**config.mk**
```make
export PLATFORM = sky130hd
export DESIGN_NAME = dmem_arbiter
export DESIGN_NICKNAME = d
export VERILOG_FILES = /design/src/rtl/dmem_arbiter_pkg.sv /design/src/rtl/dmem_arbiter_rr_arb2.sv /design/src/rtl/dmem_arbiter.sv
export SDC_FILE = /design/constraint.sdc
export NUM_CORES = 1
export LEC_CHECK = 0
export BUFFER_PORTS_ARGS = -buffer_cell sky130_fd_sc_hd__buf_4
export CORE_MARGIN = 2
export CORE_UTILIZATION = 25
export DETAILED_ROUTE_END_ITERATION = 16
export SLEW_MARGIN = 20
export SYNTH_ARGS = -nofsm -noshare
export SYNTH_HDL_FRONTEND = slang
export SYNTH_SLANG_ARGS = --single-unit
```
**constraint.sdc**
```tcl
create_clock -name clk -period 3.29 [get_ports clk]
set_input_delay 0.987 -clock clk [delete_from_list [all_inputs] [get_ports clk]]
set_output_delay 0.987 -clock clk [all_outputs]
set_load 0.05 [all_outputs]
```
**src/rtl/dmem_arbiter_pkg.sv**
```systemverilog
// Shared types and helpers for the data-memory arbiter.
// Lock FSM states, requester indices and the address legality check.
package dmem_arbiter_pkg;

  typedef enum logic [1:0] {
    ST_UNLOCKED = 2'd0,
    ST_LOCKED0  = 2'd1,
    ST_LOCKED1  = 2'd2
  } state_t;

  typedef enum logic {
    REQ_M0 = 1'b0,
    REQ_M1 = 1'b1
  } req_t;

  function automatic req_t other(input req_t r);
    return (r == REQ_M0) ? REQ_M1 : REQ_M0;
  endfunction

  // Word aligned and word index inside the memory.
  function automatic logic addr_ok(input logic [31:0] addr, input int unsigned depth);
    return (addr[1:0] == 2'b00) && ({2'b00, addr[31:2]} < depth);
  endfunction

endpackage

```
**src/rtl/dmem_arbiter_rr_arb2.sv**
```systemverilog
// Two-way round-robin pick with an optional single-requester lock mask.
// Produces a one-hot (or zero) grant in the same cycle.
module rr_arb2 (
  input  logic [1:0] valid,
  input  logic       ptr,
  input  logic       lock_en,
  input  logic       lock_id,
  output logic [1:0] grant
);

  logic [1:0] elig;

  always_comb begin
    elig = valid;
    if (lock_en) begin
      elig = valid & (lock_id ? 2'b10 : 2'b01);
    end
    grant = elig;
    if (elig == 2'b11) begin
      grant = ptr ? 2'b10 : 2'b01;
    end
  end

endmodule

```
**src/rtl/dmem_arbiter.sv**
```systemverilog
// Shares the single-port data memory between the CPU (m0) and a debug/DMA loader (m1).
// Round-robin grant, lock with timeout, registered one-cycle response per requester.
module dmem_arbiter
  import dmem_arbiter_pkg::*;
#(
  parameter int unsigned DEPTH    = 64,
  parameter int unsigned LOCK_MAX = 16
) (
  input  logic        clk,
  input  logic        reset,
  input  logic        m0_valid,
  output logic        m0_ready,
  input  logic        m0_we,
  input  logic [31:0] m0_addr,
  input  logic [31:0] m0_wdata,
  input  logic        m0_lock,
  output logic        m0_rvalid,
  output logic [31:0] m0_rdata,
  output logic        m0_err,
  input  logic        m1_valid,
  output logic        m1_ready,
  input  logic        m1_we,
  input  logic [31:0] m1_addr,
  input  logic [31:0] m1_wdata,
  input  logic        m1_lock,
  output logic        m1_rvalid,
  output logic [31:0] m1_rdata,
  output logic        m1_err,
  output logic        mem_we,
  output logic [31:0] mem_a,
  output logic [31:0] mem_wd,
  input  logic [31:0] mem_rd
);

  localparam int unsigned CW = $clog2(LOCK_MAX + 1);

  state_t        state, state_nx;
  req_t          ptr, ptr_nx;
  logic [CW-1:0] cnt, cnt_nx;

  logic [1:0]  grant;
  logic        fire, expire, lock_en, ok;
  req_t        win, owner;
  logic        sel_we, sel_lock;
  logic [31:0] sel_addr, sel_wdata, resp_data;

  assign owner   = (state == ST_LOCKED1) ? REQ_M1 : REQ_M0;
  // At the timeout count the mask is already lifted so the other side can win this cycle.
  assign expire  = (state != ST_UNLOCKED) && (cnt == CW'(LOCK_MAX));
  assign lock_en = (state != ST_UNLOCKED) && !expire;

  rr_arb2 u_rr_arb2 (
    .valid   ({m1_valid, m0_valid}),
    .ptr     (ptr),
    .lock_en (lock_en),
    .lock_id (owner),
    .grant   (grant)
  );

  assign m0_ready = grant[0];
  assign m1_ready = grant[1];
  assign fire     = |grant;
  assign win      = grant[1] ? REQ_M1 : REQ_M0;

  assign sel_we    = (win == REQ_M1) ? m1_we    : m0_we;
  assign sel_addr  = (win == REQ_M1) ? m1_addr  : m0_addr;
  assign sel_wdata = (win == REQ_M1) ? m1_wdata : m0_wdata;
  assign sel_lock  = (win == REQ_M1) ? m1_lock  : m0_lock;
  assign ok        = addr_ok(sel_addr, DEPTH);

  assign mem_we    = fire & sel_we & ok;
  assign mem_a     = fire ? sel_addr  : '0;
  assign mem_wd    = fire ? sel_wdata : '0;
  assign resp_data = (ok && !sel_we) ? mem_rd : '0;

  always_ff @(posedge clk) begin
    if (reset) begin
      state <= ST_UNLOCKED;
      ptr   <= REQ_M0;
      cnt   <= '0;
    end else begin
      state <= state_nx;
      ptr   <= ptr_nx;
      cnt   <= cnt_nx;
    end
  end

  always_comb begin
    state_nx = state;
    ptr_nx   = ptr;
    cnt_nx   = cnt;
    if (lock_en) begin
      if (fire && !sel_lock) begin
        state_nx = ST_UNLOCKED;
        ptr_nx   = other(win);
        cnt_nx   = '0;
      end else begin
        cnt_nx = cnt + CW'(1);
      end
    end else begin
      // Expiry cycle behaves like an unlocked cycle; a fire here may take a fresh lock.
      if (expire) begin
        state_nx = ST_UNLOCKED;
        ptr_nx   = other(owner);
        cnt_nx   = '0;
      end
      if (fire) begin
        ptr_nx = other(win);
        if (sel_lock) begin
          state_nx = (win == REQ_M1) ? ST_LOCKED1 : ST_LOCKED0;
          cnt_nx   = CW'(1);
        end
      end
    end
  end

  always_ff @(posedge clk) begin
    if (reset) begin
      m0_rvalid <= 1'b0;
      m0_rdata  <= '0;
      m0_err    <= 1'b0;
      m1_rvalid <= 1'b0;
      m1_rdata  <= '0;
      m1_err    <= 1'b0;
    end else begin
      m0_rvalid <= fire && (win == REQ_M0);
      m1_rvalid <= fire && (win == REQ_M1);
      if (fire && (win == REQ_M0)) begin
        m0_rdata <= resp_data;
        m0_err   <= !ok;
      end
      if (fire && (win == REQ_M1)) begin
        m1_rdata <= resp_data;
        m1_err   <= !ok;
      end
    end
  end

endmodule

```
After elaboration in Yosys (flattened, before gate mapping):

Cells that the tools add are included.

* add/subtract/negate cells: 1
* $lt $le $gt $ge: 1
* equal/unequal tests: 4
* muxes and demuxes: 30
* bitwise logic cells: 4
* reductions and logical operators: 16

Operators with widths (count)
* 2-to-1 mux 32 bit: 5
* less-than comparator 30 x 7 -> 1 bit (second input constant): 1
* 2-to-1 mux 5 bit: 5
* 2-to-1 mux 2 bit: 10
* 2-to-1 mux 1 bit: 10
* logical AND 1 bit: 7
* adder 5 x 1 -> 5 bit (second input constant): 1
* equality test 5 bit (second input constant): 1
* equality test 2 bit (second input constant): 2
* zero test 1 bit: 4
* nonzero test 3 bit: 1
* AND 1 bit: 2
* AND 2 bit: 1
* zero test 2 bit: 1
* != test 2 x 1 -> 1 bit (second input constant): 1
* AND reduction 2 bit: 1
* nonzero test 2 bit: 1
* OR reduction 2 bit: 1
* inverter 1 bit: 1

* flip-flop bits (word level): 76
* bits of input ports: 168
* output and inout port bits: 135
* logic and storage cells: 65

Depth between registers and ports, before layout:

Gate-level depths: netlist (run 1).

* depth after elaboration: 13
* gate-level depth with buffers: 10
* depth with buffers taken out: 8

Modules after synthesis:

A second synthesis (run 1) with hierarchy kept.

* cell total of the unflattened synthesis: 403
* area, all modules: 3711.1 um^2

By module, submodules not included
* dmem_arbiter: times used 1, cells an instance 398, area an instance 3669.8 um^2, sequential area each 1521.5 um^2
* rr_arb2: times used 1, cells an instance 5, area an instance 41.3 um^2, sequential area each 0.0 um^2

Least setup slack after synthesis (run 1):

Ideal clock, no wire load.

* kind: input-to-output
* start point: input port m0_valid
* end point: output port mem_wd[22]
* data arrival time: 2.630 ns
* data required time: 2.303 ns
* path slack: -0.327 ns
* cell stages on the path: 6
* buffers on the path: 1
* cell sequence: inv_1 a211o_1 nand2_1 inv_2 clkbuf_1 a22o_1

* cells in the longest elaborated chain, start to end: 7
* elaborated cells between the ends (all ways): 8
* classes of those cells: eq/ne: 1; mux: 5; bitwise: 1; reduce/logical: 1

RTL lines
* start: declaration: line dmem_arbiter.sv:11 `input logic m0_valid,`
* AND 2 bit: line dmem_arbiter_rr_arb2.sv:16 `elig = valid & (lock_id ? 2'b10 : 2'b01);`
* 2-to-1 mux 2 bit *: line dmem_arbiter_rr_arb2.sv:15 `if (lock_en) begin`
* equality test 2 bit *: line dmem_arbiter_rr_arb2.sv:19 `if (elig == 2'b11) begin`
* 2-to-1 mux 2 bit *: line dmem_arbiter_rr_arb2.sv:19
* via m1_ready: line dmem_arbiter.sv:21 `output logic m1_ready,`
* 2-to-1 mux 1 bit: line dmem_arbiter.sv:63 `assign win = grant[1] ? REQ_M1 : REQ_M0;`
* 2-to-1 mux 32 bit: line dmem_arbiter.sv:67 `assign sel_wdata = (win == REQ_M1) ? m1_wdata : m0_wdata;`
* 2-to-1 mux 32 bit *: line dmem_arbiter.sv:73 `assign mem_wd = fire ? sel_wdata : '0;`
* end: declaration: line dmem_arbiter.sv:31 `output logic [31:0] mem_wd,`

Mark *: on every way through the listed nets, which the timed path passes. The rest lies on a longest branch.

Worst setup path after layout (run 1):

* start point: input port m0_addr[26]
* end point: output port mem_we

* cells in the longest elaborated chain, start to end: 4

RTL lines
* start: declaration: line dmem_arbiter.sv:14 `input logic [31:0] m0_addr,`
* 2-to-1 mux 32 bit: line dmem_arbiter.sv:66 `assign sel_addr = (win == REQ_M1) ? m1_addr : m0_addr;`
* less-than comparator 30 x 7 -> 1 bit: line dmem_arbiter_pkg.sv:22 `return (addr[1:0] == 2'b00) && ({2'b00, addr[31:2]} < depth);`
* logical AND 1 bit: line dmem_arbiter_pkg.sv:22
* AND 1 bit: line dmem_arbiter.sv:71 `assign mem_we = fire & sel_we & ok;`
* end: declaration: line dmem_arbiter.sv:29 `output logic mem_we,`

No other way between the ends.

==> results_dict.tcl, run 1 <==
set metrics [dict create \
    yosysWarnings 0 \
    multi_input_area_sq_um 1910 \
    row_count 42 \
    clkLatencyLatePin_ps 330 \
    grt_pass1_vias 4168 \
    drive_gt1_share_pct 64.1 \
    initial_core_util_pct 25.7 \
    power_density_nw_per_um2 492 \
    worst_pin_slew_ps 556 \
    die_area_sq_um 14600 \
    ir_worst_vdd_uv 293 \
    cp-start-kind "input port" \
    maxSlewViolCount 0 \
    drtIter0Drc 219 \
    min_period_ps 3300 \
    cp_data_required_time_ps 2300 \
    ant_nets 0 \
    cap_violations 0 \
    synth_ff_type "dfxtp_1" \
    synth_top_area_share_pct 44.6 \
    nFillCells 1300 \
    finalNetCount 808 \
    syn_avg_cell_area_sq_um 10.4 \
    die_w_um 121 \
    relSlewSlack_pct 62.6 \
    worstPathMaxFanout 2 \
    grt_usage_pct 19.4 \
    wirelength_um 15100 \
    cts.sinks 76 \
    cts_buffers 9 \
    syn2layout_area_growth_pct 92.8 \
    wl_per_cell_um 18.4 \
    dieHeight_um 121 \
    hpwl_um 11600 \
    synth-seq-cells 76 \
    setup_ws_ps -14.6 \
    finClkSkew_ps 7.62 \
    outcome "finished with violations" \
    vias 4124 \
    synth_commonest_cells "129 x a22o_1, 76 x dfxtp_1, 19 x buf_2" \
    synthTopCellsByArea "dfxtp_1 45%, a22o_1 33%, buf_2 2.8%" \
    firstDrtPassIters 5 \
    end_kind "output pin" \
    antenna_cells 0 \
    rsz0062_at_grt "true" \
    clkTransAtPathRegs_ps 60 \
    async_flop_share_pct 0 \
    synth_area_leader_cell "dfxtp_1" \
    syn_area_sq_um 3410 \
    tritoncts "built" \
    cts-root-buf "clkbuf_16" \
    core_sq_um 13300 \
    yosysSeqAreaShare_pct 44.6 \
    worst-setup-path-type "in -> out" \
    synth.most_common_cell "a22o_1" \
    fin_area_sq_um 6580 \
    period_share_pct 100 \
    gp_congestion 0.933 \
    violations "setup timing" \
    hold_viol 0 \
    grt_first_pass_wirelength_um 22200 \
    numPortBuffers 302 \
    place_area_sq_um 6020 \
    finalSetupViolCount 1 \
    cts-htree-levels 3 \
    ioPinCount 303 \
    synth_edf_count 0 \
    max_freq_mhz 303 \
    netlist_instances 329 \
    synth_cell_types 43 \
    synth_fp_nets 499 \
    vias_per_cell 5.04 \
    grt_max_degree 43 \
    arrival_ps 2320 \
    seqCellArea_sq_um 1520 \
    overflow 0 \
    hp-class "reg -> reg" \
    clock_path_buffers 2 \
    leakagePower_nw 3.14 \
    antenna_found_initial 0 \
    fin_setup_tns_ps -14.6 \
    fin_util_pct 49.5 \
    drt_drc_violations_left 0 \
]
==> power breakdown <==
group / switching, mW / internal, mW
Clock: 0.395 / 0.614
Combinational: 0.781 / 0.492
Sequential: 0.0178 / 0.935
==> metal layers <==
metal	wire, um	share of wire, %	GRT usage (%)
met1	5950	39	22.9
met2	7810	52	34.7
met3	1200	7.9	5.24
met4	149	0.99	4.65
met5	0	0	0
==> critical path: stages <==
cell and delay [ps]:
buf_4 120, nor4_2 350, nand4_1 230, a211oi_4 280, nor2_2 90, nor2_4 100
buf_8 150
==> worst paths after layout <==
| kind | from | endpoint | slack, ps | cells past startpoint |
|---|---|---|---|---|
| worst max-delay path | m0_addr[26] | mem_we | -10 | 7 |
| worst min-delay path | m1_rdata[30]$_SDFFE_PP0P_ | m1_rdata[30]$_SDFFE_PP0P_ | 480 | 1 |
| worst max register to register | cnt[0]$_SDFF_PP0_ | m0_rdata[8]$_SDFFE_PP0P_ | 960 | 10 |
| worst min register to register | m1_rdata[30]$_SDFFE_PP0P_ | m1_rdata[30]$_SDFFE_PP0P_ | 480 | 1 |
==> sequential cells by signal (all words and copies together), names as in the netlist <==
name and cells:
ptr 1, m1_err 1, m0_rvalid 1, state 2, m0_err 1, cnt 5, m1_rdata 32, m1_rvalid 1
m0_rdata 32
==> through the flow <==
step | setup slack, ps | total power, mW | hold slack (ps) | instances
floorplan | -10.6 | 1.72 | 512 | 329
global placement | -231 | 2.18 | 462 | 797
detailed placement | -258 | 2.19 | 466 | 797
CTS | 3.00 | 3.22 | 483 | 814
global route | -53.2 | 3.36 | 493 | 819
finish | -14.6 | 3.24 | 481 | 819
==> area by class of cell <==
type,instances,share of cell area [%]
clock buffers,10,3.63
repair buffers,328,39.2
multi-input cells,215,29.1
clock inverters,6,1.10
flip-flops and latches,76,23.2
inverters,8,0.495
well taps,176,3.35
==> cells in the final DEF (no fill, tap or decap), drive strengths merged, types with 2 or more instances in the layout <==
master    n
a211oi    2
a21oi     4
a221o     3
a22o    129
a22oi     2
and2      4
buf     327
clkbuf   11
clkinv    3
dfxtp    76
ha        2
inv       9
nand2     6
nand3     5
nand4     2
nor2     13
nor3      4
nor4     14
nor4b     3
o21ai     3
==> timing repair <==
item | 4_1_cts | 5_1_grt
setup buffers | 1 | 3
cloned | 0 | 2
setup endpoints to repair | 67 | 65
pin swaps | 5 | 8
hold buffers | 0 | 0
gates resized for setup | 12 | 25
==> cell families (layout without fill, tap and decap cells) <==
| group | count (synthesis) | after routing | share of synthesized area (%) |
|---|---|---|---|
| compound gates | 154 | 154 | 38.8 |
| fa+ha+maj | 2 | 2 | 0.734 |
| buf+inv | 38 | 352 | 5.76 |
| flops | 76 | 76 | 44.6 |
| simple gates | 59 | 59 | 10.1 |
(Power assumes the default switching activity.)
==> run 2: changes to the inputs <==
- MAX_ROUTING_LAYER: default -> met4
==> run 2 against run 1 <==
The flow still finishes with violations (setup timing). First-iteration DRC count rose by 2.7%. Combinational power rose by 11%. Count of clock-buffer cells in the layout did not move. Largest power group unchanged.
==> results_dict.tcl, run 2 (synthesis gave the netlist of run 1 again) <==
set metrics [dict create \
    dieHeight_um 121 \
    wirelength_um 15600 \
    cts.sinks 76 \
    reg_top3 "m0_rdata x32, m1_rdata x32, cnt x5" \
    worstHoldEndpoint "m1_rdata[25]$_SDFFE_PP0P_" \
    end_kind "output pin" \
    arrival_ps 2310 \
    finClkSkew_ps 8.44 \
    row_count 42 \
    finalSetupViolCount 1 \
    firstDrtPassIters 4 \
    fin_setup_tns_ps -6.39 \
    relSlewSlack_pct 63.1 \
    overflow 0 \
    die_area_sq_um 14600 \
    die_w_um 121 \
    grt_usage_pct 20.0 \
    clkLatencyLatePin_ps 330 \
    grt_first_pass_wirelength_um 22200 \
    clockPowerShare_pct 30.0 \
    grt_max_degree 43 \
    hold_viol 0 \
    ant_nets 0 \
    power_switching_mw 1.23 \
    ir_worst_vdd_uv 296 \
    hp-class "reg -> reg" \
    antenna_cells 0 \
    met3_length_um 1150 \
    cap_violations 0 \
    worst_pin_slew_ps 549 \
    fin_area_sq_um 6920 \
    power_density_nw_per_um2 487 \
    cts_buffers 9 \
    rsz0062_at_grt "true" \
    top_layer_used "met4" \
    maxSlewViolCount 0 \
    drtIter0Drc 225 \
    cts-root-buf "clkbuf_16" \
    rrSetupSlack_ps 940 \
    initial_core_util_pct 25.7 \
    place_area_sq_um 6020 \
    violations "setup timing" \
    numPortBuffers 302 \
    period_share_pct 100 \
    vias 4227 \
    drive_gt1_share_pct 64.7 \
    min_from "m1_rdata[25]$_SDFFE_PP0P_" \
    max_freq_mhz 303 \
    worst-setup-path-type "in -> out" \
    grt_pass1_vias 4153 \
    clock_path_buffers 2 \
    outcome "finished with violations" \
    instances_no_fill 825 \
    gp_congestion 0.949 \
    r2r_start "cnt[0]$_SDFF_PP0_" \
    drt_drc_violations_left 0 \
    wl_met2_um 7980 \
    cp-start-kind "input port" \
    min_period_ps 3300 \
    final_cell_mix "266 x buf_4, 88 x a22o_1, 75 x dfxtp_1" \
    p_comb_share_pct 41.7 \
    leakagePower_nw 3.25 \
    intPower_mw 2.13 \
    switching_share_pct 36.6 \
    pre_cts_slack_ps -258 \
    reg2reg_to "m0_rdata[8]$_SDFFE_PP0P_" \
    min_path_cells 1 \
    wl_per_cell_um 18.9 \
    core_sq_um 13300 \
    hpwl_um 11600 \
    hold_slack_ps 478 \
    setup_ws_ps -6.39 \
    cp_data_required_time_ps 2300 \
    mostFrequentLayoutCell "buf_4" \
    antenna_found_initial 0 \
    worstPathMaxFanout 10 \
    met1_length_um 6310 \
    vias_per_cell 5.12 \
    cts-htree-levels 3 \
    tritoncts "built" \
    finalNetCount 814 \
    ioPinCount 303 \
    clkTransAtPathRegs_ps 60 \
    syn2layout_area_growth_pct 103 \
    r2r_cells 10 \
    dp.cells 797 \
    seqPwrFrac_pct 28.3 \
]
run 2: changes by cell type in the layout (fill, tap and decap cells not counted), moves of 2 or more:
cell	change
clkbuf_16	+2
buf_4	-48
a22o_4	+2
buf_6	+46
buf_8	+4
run 2: how the worst max path moves through the flow:
stage | from | end | slack, ps | cells after the start
final | m0_valid | mem_a[28] | -6 | 8
after global routing | m0_addr[26] | mem_we | -80 | 7
after CTS | cnt[0]$_SDFF_PP0_ | mem_wd[20] | 3 | 9
after detailed placement | m1_addr[27] | mem_we | -260 | 7
after global placement | m1_addr[27] | mem_we | -230 | 7
after floorplan | m1_valid | mem_wd[22] | -10 | 5
run 2: power by group through the flow:
stage | clock network [mW] | registers (mW) | logic (mW)
final | 1.01 | 0.954 | 1.41
after global routing | 1.08 | 0.955 | 1.46
after CTS | 1.04 | 0.950 | 1.23
after detailed placement | 0 | 0.970 | 1.22
after global placement | 0 | 0.969 | 1.21
after floorplan | 0 | 0.984 | 0.739
run 2: critical path, cell delays in order:
cell and delay (ps):
buf_8 80, clkinvlp_4 130, a211o_1 360, nand2_4 150, inv_8 70, clkbuf_16 170, a22o_2 220, buf_6 150
run 2: what timing repair did:
| action | in CTS | in global routing |
|---|---|---|
| cloned | 0 | 6 |
| buffers inserted | 1 | 5 |
| hold buffers | 0 | 0 |
| gates resized for setup | 12 | 90 |
| setup endpoints to repair | 67 | 65 |
| pin swaps | 5 | 10 |
run 2: layer usage:
metal / track usage [%] / vias up
met3: 5.66 / 17
met1: 23.2 / 2042
met5: - / -
met4: 3.78 / 0
li1: - / 1963
met2: 34.6 / 205
run 2: layout make-up:
class	instances	area (sq um)
Fill cell	1273	6380
Sequential cell	76	1530
Clock inverter	6	72.6
Timing Repair Buffer	333	2860
Tap cell	176	220
Inverter	8	41.3
Clock buffer	10	239
Timing Repair inverter	1	6.26
Multi-Input combinational cell	215	1950
run 2: metrics by stage:
step | util, % | total power, mW
2_1_floorplan | - | 1.72
3_3_place_gp | 45.3 | 2.18
3_5_place_dp | 45.3 | 2.19
4_1_cts | 48.2 | 3.22
5_1_grt | 52.0 | 3.49
6_report | 52.0 | 3.37
==> run 3: changes to the inputs <==
- SLEW_MARGIN: 20 -> default
- SYNTH_HIERARCHICAL: default -> 1
==> run 3 against run 2 <==
The run still ends with setup timing left. Global-route usage increased by 3.9 points. Sequential share of layout area down 2.4 points. Synthesized area rose by 8.8%. Power increased by 9.7%. Maximum frequency is 5.6% lower. Final area grew 12%. Die area is 8.5% higher. Largest cell class unchanged.
==> results_dict.tcl, run 3 <==
set metrics [dict create \
    numPortBuffers 302 \
    clkLatencyLatePin_ps 330 \
    r2r_cells 13 \
    yosysWarnings 6 \
    grt_first_pass_wirelength_um 28400 \
    cts_buffers 9 \
    synth-seq-cells 76 \
    maxSlewViolCount 0 \
    worst-setup-path-type "reg -> out" \
    nFillCells 1313 \
    yosysSeqAreaShare_pct 41.0 \
    core_sq_um 14500 \
    hold_viol 0 \
    synth.most_common_cell "a22o_1" \
    hpwl_um 15200 \
    clkTransAtPathRegs_ps 60 \
    antenna_found_initial 1 \
    cts-root-buf "clkbuf_16" \
    relSlewSlack_pct 59.2 \
    min_from "m0_rdata[7]$_SDFFE_PP0P_" \
    die_w_um 126 \
    synth_cell_types 51 \
    cp-start-kind "flip-flop" \
    firstDrtPassIters 4 \
    drt_drc_violations_left 0 \
    ant_nets 0 \
    ioPinCount 303 \
    vias_per_cell 5.08 \
    synth_commonest_cells "95 x a22o_1, 76 x dfxtp_1, 38 x nand2_1" \
    fin_area_sq_um 7760 \
    place_area_sq_um 6910 \
    r2r_start "cnt[0]$_SDFF_PP0_" \
    violations "setup timing" \
    reg2reg_to "m0_rdata[15]$_SDFFE_PP0P_" \
    die_area_sq_um 15800 \
    rrSetupSlack_ps 630 \
    wirelength_um 19100 \
    synth_fp_nets 573 \
    hp-class "reg -> reg" \
    end_kind "output pin" \
    synth_top_area_share_pct 41.0 \
    drive_gt1_share_pct 63.6 \
    leakagePower_nw 3.52 \
    synth_edf_count 0 \
    syn_avg_cell_area_sq_um 9.21 \
    worstPathMaxFanout 5 \
    finalSetupViolCount 65 \
    drtIter0Drc 243 \
    ir_worst_vdd_uv 254 \
    worstHoldEndpoint "m0_rdata[7]$_SDFFE_PP0P_" \
    row_count 44 \
    min_period_ps 3490 \
    cp_data_required_time_ps 2300 \
    reg_top3 "m0_rdata x32, m1_rdata x32, cnt x5" \
    vias 4661 \
    worst_pin_slew_ps 612 \
    rsz0062_at_grt "true" \
    min_path_cells 2 \
    outcome "finished with violations" \
    dieHeight_um 126 \
    grt_max_degree 34 \
    wl_per_cell_um 20.8 \
    syn_area_sq_um 3710 \
    power_density_nw_per_um2 476 \
    arrival_ps 2510 \
    synth_ff_type "dfxtp_1" \
    cts.sinks 76 \
    tritoncts "built" \
    gp_congestion 0.974 \
    hold_slack_ps 445 \
    syn2layout_area_growth_pct 109 \
    synth_area_leader_cell "dfxtp_1" \
    grt_pass1_vias 4801 \
    initial_core_util_pct 25.5 \
    setup_ws_ps -203 \
    final_cell_mix "281 x buf_4, 74 x dfxtp_1, 52 x a22o_4" \
    overflow 0 \
    cp-startpoint "cnt[0]$_SDFF_PP0_" \
    clock_path_buffers 2 \
    pre_cts_slack_ps -102 \
    max_freq_mhz 286 \
    synthTopCellsByArea "dfxtp_1 41%, a22o_1 22%, nand4_1 5.6%" \
    cts_hold_buf 0 \
    netlist_instances 403 \
    period_share_pct 106 \
    grt_usage_pct 23.9 \
    cap_violations 0 \
    async_flop_share_pct 0 \
    cts-htree-levels 3 \
    mostFrequentLayoutCell "buf_4" \
    finalNetCount 898 \
    finClkSkew_ps 4.59 \
]
-- run 3: logic make-up (layout without fill, tap and decap cells) --
logic type	count (synthesis)	count (layout)	synth area share (%)
AO/OA/AOI/OAI	152	152	32.3
AND/OR/NAND/NOR	124	124	19.0
adder cells (fa/ha/maj)	2	2	0.674
buffers and inverters	46	376	6.14
flip-flops	76	76	41.0
other	0	1	0
multiplexers	2	2	0.641
XOR/XNOR	1	1	0.236
-- run 3: power breakdown --
part           internal (mW)  leakage, nW  switching, mW
Clock                  0.687        0.156          0.373
Sequential             0.934        0.614        0.00990
Combinational          0.757         2.75          0.935
Total                   2.38         3.52           1.32
-- run 3: cell type report --
cell class | instances | area [sq um] | share of cell area, %
Multi-Input combinational cell | 281 | 2520 | 32.5
Clock buffer | 11 | 243 | 3.13
Inverter | 5 | 18.8 | 0.242
Clock inverter | 5 | 85.1 | 1.10
Antenna cell | 1 | 2.50 | 0.0323
Sequential cell | 76 | 1520 | 19.6
Tap cell | 184 | 230 | 2.97
Timing Repair Buffer | 355 | 3140 | 40.4
-- run 3: worst max-delay path by stage --
stage / to / cells after the start
after floorplan: mem_we / 13
after global placement: mem_wd[8] / 7
after detailed placement: mem_we / 6
after CTS: mem_we / 12
after global routing: mem_we / 12
final: mem_we / 12
-- run 3: metrics by stage --
step                      utilization, %  power (mW)  setup TNS (ps)  std cells
final                               53.4        3.70           -9160        918
after global routing                53.4        3.82          -15800        918
after CTS                           53.2        3.71           -8300        915
after detailed placement            47.5        2.43           -2810        891
after global placement              47.5        2.43           -1950        891
after floorplan                        -        1.91          -17910        403
-- run 3: critical path, stage by stage, from the launching register on --
cell and delay, ps:
dfxtp_2 330, inv_2 50, ha_4 140, and4bb_2 250
nor2_4 170, nor2b_2 70, a221oi_4 290, nor2b_4 230
buf_12 130, and2_4 150, nand3_4 60, a21oi_4 140
buf_8 160
-- run 3: per-layer routing --
layer | GRT usage, % | vias up | wire (um)
met3 | 4.25 | 19 | 959
met5 | - | - | 0
met2 | 40.9 | 173 | 9760
li1 | - | 2212 | -
met4 | 5.11 | 0 | 217
met1 | 29.6 | 2257 | 8130
-- run 3: what timing repair did --
item	in CTS	in global routing
gates resized for setup	102	2
gates cloned	1	0
setup endpoints to repair	65	65
buffers inserted	7	2
pin swaps	4	4
endpoints found under the hold margin	0	0
